==> config.mk <==
export PLATFORM = sky130hd
export DESIGN_NAME = dmem_arbiter
export DESIGN_NICKNAME = d
export VERILOG_FILES = /design/src/rtl/dmem_arbiter.sv
export SDC_FILE = /design/constraint.sdc
export NUM_CORES = 1
export LEC_CHECK = 0
export ABC_AREA = 1
export CELL_PAD_IN_SITES_DETAIL_PLACEMENT = 1
export CELL_PAD_IN_SITES_GLOBAL_PLACEMENT = 2
export CORE_ASPECT_RATIO = 1.1
export CORE_MARGIN = 1
export CORE_UTILIZATION = 24
export DETAILED_ROUTE_END_ITERATION = 6
export PLACE_DENSITY = 0.84
export SLEW_MARGIN = 30
export SYNTH_ARGS = -nofsm -noshare
export SYNTH_HDL_FRONTEND = slang
export SYNTH_SLANG_ARGS = --single-unit
==> constraint.sdc <==
create_clock -name inclk -period 3 [get_ports inclk]
set_input_delay 0.45 -clock inclk [delete_from_list [all_inputs] [get_ports inclk]]
set_output_delay 0.45 -clock inclk [all_outputs]
set_load 0.02 [all_outputs]
==> src/rtl/dmem_arbiter.sv <==
// dmem_arbiter: shares one data memory between port A (CPU) and port B.
// A has priority; B is promoted once it has lost STARVE_MAX times in a row.
module dmem_arbiter #(
  parameter int unsigned STARVE_MAX = 4
) (
  input  logic        inclk,
  input  logic        rstn,
  input  logic        a_req,
  input  logic        a_we,
  input  logic [31:0] a_addr,
  input  logic [31:0] a_wdata,
  output logic        a_done,
  output logic [31:0] a_rdata,
  input  logic        b_req,
  input  logic        b_we,
  input  logic [31:0] b_addr,
  input  logic [31:0] b_wdata,
  output logic        b_done,
  output logic [31:0] b_rdata,
  output logic        DM_CS,
  output logic        DM_R,
  output logic        DM_W,
  output logic [31:0] DM_addr,
  output logic [31:0] DM_wdata,
  input  logic [31:0] DM_rdata,
  output logic        busy,
  output logic        owner_b
);

  typedef enum logic [1:0] {
    IDLE  = 2'd0,
    ACC_A = 2'd1,
    ACC_B = 2'd2
  } state_e;

  localparam logic [3:0] SMAX = STARVE_MAX[3:0];

  state_e      state_q, state_d;
  logic [3:0]  wait_q, wait_d;
  logic        we_q, we_d;
  logic [31:0] addr_q, addr_d;
  logic [31:0] wdata_q, wdata_d;
  logic        owner_q, owner_d;
  logic        a_done_q, a_done_d;
  logic        b_done_q, b_done_d;
  logic [31:0] a_rdata_q, a_rdata_d;
  logic [31:0] b_rdata_q, b_rdata_d;
  logic        cs_q, cs_d;
  logic        rd_q, rd_d;
  logic        wr_q, wr_d;
  logic        grant_a, grant_b;

  // A wins by default; B wins alone or once it has starved long enough.
  always_comb begin
    grant_a = a_req & (~b_req | (wait_q < SMAX));
    grant_b = b_req & (~a_req | (wait_q >= SMAX));
  end

  // Next state, access latches, strobes, done pulses and read capture.
  always_comb begin
    state_d   = state_q;
    wait_d    = wait_q;
    we_d      = we_q;
    addr_d    = addr_q;
    wdata_d   = wdata_q;
    owner_d   = owner_q;
    a_done_d  = 1'b0;
    b_done_d  = 1'b0;
    a_rdata_d = a_rdata_q;
    b_rdata_d = b_rdata_q;
    cs_d      = 1'b0;
    rd_d      = 1'b0;
    wr_d      = 1'b0;
    unique case (state_q)
      IDLE: begin
        unique case (1'b1)
          grant_a: begin
            state_d = ACC_A;
            we_d    = a_we;
            addr_d  = a_addr;
            wdata_d = a_wdata;
            owner_d = 1'b0;
          end
          grant_b: begin
            state_d = ACC_B;
            we_d    = b_we;
            addr_d  = b_addr;
            wdata_d = b_wdata;
            owner_d = 1'b1;
          end
          default: ;
        endcase
        cs_d = grant_a | grant_b;
        rd_d = cs_d & ~we_d;
        wr_d = cs_d & we_d;
        if (grant_b) begin
          wait_d = '0;
        end else if (grant_a & b_req & (wait_q != SMAX)) begin
          wait_d = wait_q + 4'd1;
        end
      end
      ACC_A: begin
        state_d  = IDLE;
        a_done_d = 1'b1;
        if (!we_q) a_rdata_d = DM_rdata;
      end
      ACC_B: begin
        state_d  = IDLE;
        b_done_d = 1'b1;
        if (!we_q) b_rdata_d = DM_rdata;
      end
      default: state_d = IDLE;
    endcase
    if (!b_req) wait_d = '0;
  end

  // State and registered outputs; reset drops every strobe at once.
  always_ff @(posedge inclk or negedge rstn) begin
    if (!rstn) begin
      state_q   <= IDLE;
      wait_q    <= '0;
      we_q      <= 1'b0;
      addr_q    <= '0;
      wdata_q   <= '0;
      owner_q   <= 1'b0;
      a_done_q  <= 1'b0;
      b_done_q  <= 1'b0;
      a_rdata_q <= '0;
      b_rdata_q <= '0;
      cs_q      <= 1'b0;
      rd_q      <= 1'b0;
      wr_q      <= 1'b0;
    end else begin
      state_q   <= state_d;
      wait_q    <= wait_d;
      we_q      <= we_d;
      addr_q    <= addr_d;
      wdata_q   <= wdata_d;
      owner_q   <= owner_d;
      a_done_q  <= a_done_d;
      b_done_q  <= b_done_d;
      a_rdata_q <= a_rdata_d;
      b_rdata_q <= b_rdata_d;
      cs_q      <= cs_d;
      rd_q      <= rd_d;
      wr_q      <= wr_d;
    end
  end

  assign a_done   = a_done_q;
  assign b_done   = b_done_q;
  assign a_rdata  = a_rdata_q;
  assign b_rdata  = b_rdata_q;
  assign DM_CS    = cs_q;
  assign DM_R     = rd_q;
  assign DM_W     = wr_q;
  assign DM_addr  = addr_q;
  assign DM_wdata = wdata_q;
  assign busy     = cs_q;
  assign owner_b  = owner_q;

endmodule

[After elaboration in Yosys (flattened, before gate mapping)]
Index checks and enable logic that the tools add are counted.
W data, S select, Z words.
Storage, ports and cells
  bits in registers: 141
  input port bits: 166
  output and inout port bits: 135
Cells by class
  add/sub/neg operators: 1
  order comparisons: 2
  eq/ne operators: 6
  mux-type cells: 16
  bitwise operators: 13
  reductions and logical operators: 6
Operators by type and width (count)
  $pmux W32 S2: 2
  $mux W4: 4
  $reduce_and A2 Y1: 4
  $and A1 B1 Y1: 6
  $mux W1: 6
  $add A4 B1 Y4 const B: 1
  $ge A4 B3 Y1 const B: 1
  $lt A4 B3 Y1 const B: 1
  $ne A4 B3 Y1 const B: 1
  $not A1 Y1: 4
  $pmux W1 S2: 2
  $pmux W2 S2: 1
  $ne A3 B1 Y1 const B: 1
  $ne A3 B3 Y1 const B: 1
  $or A1 B1 Y1: 3
  $eq A2 B1 Y1 const B: 1
  $eq A2 B2 Y1 const B: 1
  $logic_not A2 Y1: 1
  $mux W2: 1
  $ne A2 B1 Y1 const B: 1
  $reduce_bool A2 Y1: 1

[Depth between registers and ports, before layout]
  word-level depth: 9
  mapped depth: 9

[Worst setup path before layout]
No wires, ideal clock.
  path type: in2reg
  start: input port b_req
  end: register addr_q[10] (netlist: DM_addr[10])
  setup time: 0.117 ns
  arrival time: 1.210 ns
  data required time: 2.883 ns
  setup slack: 1.673 ns
  stages: 8
  path through: buf_2 > nor2_2 > nor2_4 > inv_2 > buf_6 > buf_6 > nand2_1 > nand2_1
On the way
  cells in the longest elaborated chain, start to end: 5
Ends and longest elaborated chain
  start, declared: RTL line 14  | input logic b_req,
  $not A1 Y1: RTL line 55  | grant_a = a_req & (~b_req | (wait_q < SMAX));
  $or A1 B1 Y1: RTL line 55
  $and A1 B1 Y1: RTL line 55
  $reduce_bool A2 Y1 (no line)
  $reduce_and A2 Y1 (no line)
  end signal, assigned: RTL line 137  | addr_q <= addr_d;
  end, declared: RTL line 41  | logic [31:0] addr_q, addr_d;
Parallel ways exist; a longest one is shown, timed or not.
A chain may end at the register's enable or synchronous reset.

[Final worst setup path]
  start: register b_done_q (netlist: b_done)
  end: output port b_done
RTL lines
  start, declared: RTL line 45  | logic b_done_q, b_done_d;
  start signal, assigned: RTL line 141  | b_done_q <= b_done_d;
  end, declared: RTL line 18  | output logic b_done,
No word-level cell between the ends.

==> metrics.md <==
| Metric | Value |
|---|---|
| Result of the run | completed |
| Clock transition time at the flip-flop clock pins of the worst setup and hold paths | 0.07 ns |
| Finished Core Util | 39.8% |
| Multi-input combinational cell area | 2290 um2 |
| Min-Delay Path Class | in2async |
| Top fanout value on the critical path | 1 |
| Number of standard cells after synthesis | 778 |
| Antenna violations before repair | 0 |
| Distinct cell type count after synthesis | 21 |
| Num ports | 301 |
| Iter 0 DRT Violations | 209 |
| Syn_area_per_cell | 8.04 um2 |
| Total number of H-tree levels | 4 |
| Mapped cell area | 6260 um2 |
| Unrepaired setup endpoints after global routing | false |
| Vias in the first global route | 6261 |
| Number of buffers added to fix hold violations after cts | 0 |
| Period minus WS final | 1.87 ns |
| Cell-by-cell listing of the critical path | clkdlybuf4s50_1 |
| Crit. End Element | primary output |
| Inserted Clock Buffers | 17 |
| Slew at the pin closest to its max-slew limit | 0.733 ns |
| Post-synthesis to final-layout area growth | 61.8% |
| IR drop worst, VDD | 0.298 mV |
| Maximum number of pins on one net before global-route repair | 68 |
| Total negative setup slack | 0 ns |
| Worst-case clock skew | 0.00884 ns |
| Initial Util | 24.6% |
| Width of the die | 156 um |
| Half-perimeter wire length after detailed placement | 15600 um |
| Relative slew slack | 51.1% |
| Data required time of the critical path | 2.55 ns |
| Leakage power figure | 0.00493 uW |
| Most frequent cell after synthesis | nand2_1 |
| Cell type of the slowest stage on the worst timing path | clkdlybuf4s50_1 |
| Total routing resource utilization after global routing | 17.0% |
| Final Slew Violations | 0 |
| Std-Cell Rows | 61 |
| Yosys warnings | 0 |
| 1st-pass router iterations | 4 |
| Wire length per cell | 15.7 um |
| NumNets Final | 1227 |
| Largest cells by area after synthesis | dfrtp_1 (56%), nand2_1 (24%), nand3_1 (5.4%), o21ai_0 (5.4%), inv_1 (2.3%) |
| Clk Latency, worst-skew pair | 0.41 ns |
| Count of filler cells inserted in the layout | 3016 |
| Maximum clock rate | 0.534 GHz |
| TritonCTS clock tree | done |
| First-pass GRT wire length | 35300 um |
| Antenna diode count | 0 |
| Critical Path Start Type | flip-flop |
| Net count after synthesis | 946 |
| Global placement routability congestion | 0.707 |
| Reg area | 3530 um2 |
| Buffer cell driving the clock tree root | clkbuf_16 |
| PwrDens | 813 nW/um2 |
| Async set or reset register ratio after synthesis | 100% |
| Count of state elements after synthesis | 141 |
| Power consumption | 8230 uW |
| Hold Vio Cnt, Final | 0 |
| Portion of the post-synthesis area used by sequential elements | 56.4% |
| Gate family responsible for the most delay along the worst path | buffers and inverters |
| Clock sink count | 141 |
| Post-route antenna net violation count | 0 |
| Number of enable flip-flop cells after synthesis | 0 |
| Arrival time reported for the critical path endpoint | 1.42 ns |
| Via density per instance | 4.23 |
| Buffers on Ports | 300 |
| Grt ovf | 0 |
| Largest incremental delay on the critical path | 0.68 ns |
| Core area | 25400 um2 |
| Number of violations of the max-capacitance limit | 0 |
| Buffers from clock root to sink, at most | 2 |
| Cells resized by post-CTS repair | 0 |
| Fraction of post-synthesis cell area in the top cell type by area | 56.4% |
| DIE HEIGHT | 171 um |
| Number of failing setup endpoints in the final timing report | 0 |
| Via count of the routed design | 5992 |
| Post-CTS Repair Setup Buffers | 0 |
| Most used standard cells in the synthesized netlist | nand2_1 (393), dfrtp_1 (141), nand3_1 (67), o21ai_0 (67), inv_1 (39) |
| WS Path Type | reg2out |
| Crit path buf inv count | 1 |
| Wire length reported by the detailed router | 22200 um |
| Post-route DRC | 0 |
| Final worst-path cycle share | 62.4% |
| Post-synthesis cell type with the largest combined area | dfrtp_1 |
| Dominant register cell in the synthesized netlist | dfrtp_1 |
| Die area | 26700 um2 |
| Share of cells above drive strength 1 | 5.22% |
==> through the flow <==
stage	cell area, um2	instances	hold slack [ns]	setup slack [ns]
6_report	10100	1418	0.0118	1.13
5_1_grt	10100	1418	0.0388	1.05
4_1_cts	10100	1418	0.0312	1.08
3_5_place_dp	9530	1386	0.465	0.868
3_3_place_gp	9520	1386	0.461	0.929
2_1_floorplan	6260	778	0.154	1.67
==> layer usage <==
layer | vias up | routed length [um] | part of all wire, % | track usage (%)
met5 | - | 0 | 0 | 0
met4 | 0 | 114 | 0.51 | 3.20
met3 | 8 | 1440 | 6.5 | 4.74
met2 | 184 | 11100 | 50 | 29.9
met1 | 2828 | 9610 | 43 | 20.8
li1 | 2972 | - | - | -
==> sequential cells by signal, indices dropped and copies added, names as in the netlist <==
register / flops
DM_addr: 32
DM_wdata: 32
a_rdata: 32
b_rdata: 32
wait_q: 4
state_q: 2
DM_CS: 1
DM_R: 1
DM_W: 1
a_done: 1
b_done: 1
owner_b: 1
we_q: 1
==> cell usage in the layout (no fill, tap or decap) <==
cell	netlist	layout
inv_6	0	7
buf_6	4	1
o21ai_1	1	1
o21ai_0	67	67
nand2_2	4	2
clkbuf_16	0	17
inv_1	39	39
xor2_1	1	1
nand2_4	0	2
bufinv_16	0	2
clkdlybuf4s50_1	0	298
buf_12	0	3
a21oi_1	1	1
nor2_4	2	2
inv_8	0	3
o22ai_1	1	1
dfrtp_1	141	141
clkinvlp_4	0	1
buf_4	12	8
ha_1	2	2
nand2_1	393	393
buf_2	21	1
nor2_1	5	5
nand3_1	67	67
clkinv_2	0	2
nor2_2	3	3
inv_2	2	2
==> area by class of cell <==
class	instances	share of cell area [%]
Clock inverter	15	1.71
Clock buffer	17	4.20
Tap cell	346	4.28
Timing Repair Buffer	311	30.8
Sequential cell	141	34.9
Inverter	41	1.52
Multi-Input combinational cell	547	22.6
==> kinds of logic (layout without fill, tap and decap cells) <==
logic type,count (synthesis),after routing,synth area share [%]
fa+ha+maj,2,2,0.400
flops,141,141,56.4
buf+inv,90,384,7.14
xor+xnor,1,1,0.140
simple gates,474,474,30.3
compound gates,70,70,5.62
==> worst reg2reg max path: stages, from the launching register on <==
cell and delay [ns]:
dfrtp_1 0.45, nor2_4 0.16, inv_2 0.09, nor2_4 0.09, buf_4 0.59, nand2_1 0.17
nand2_1 0.08
==> where the power goes <==
part           leakage, uW  internal (uW)  total [uW]  switching [uW]
Clock             0.000296           1260        2180             919
Sequential         0.00175           2510        2840             336
Combinational      0.00289           1490        3210            1720
Total              0.00493           5260        8230            2980
==> final timing paths <==
| kind | from | cells after the start | slack, ns | to |
|---|---|---|---|---|
| max in group asynchronous | rstn | 2 | 2.18 | a_rdata[27] |
| setup reg to reg | state_q[0] | 6 | 1.31 | DM_addr[9] |
| hold / removal | rstn | 1 | 0.01 | b_rdata[12] |
| hold reg to reg | DM_wdata[12] | 2 | 0.48 | DM_wdata[12] |
| min in group inclk | b_req | 3 | 0.40 | state_q[0] |
| setup / recovery | b_done | 1 | 1.13 | b_done |
Note: power is estimated with default switching activity, not from simulation.
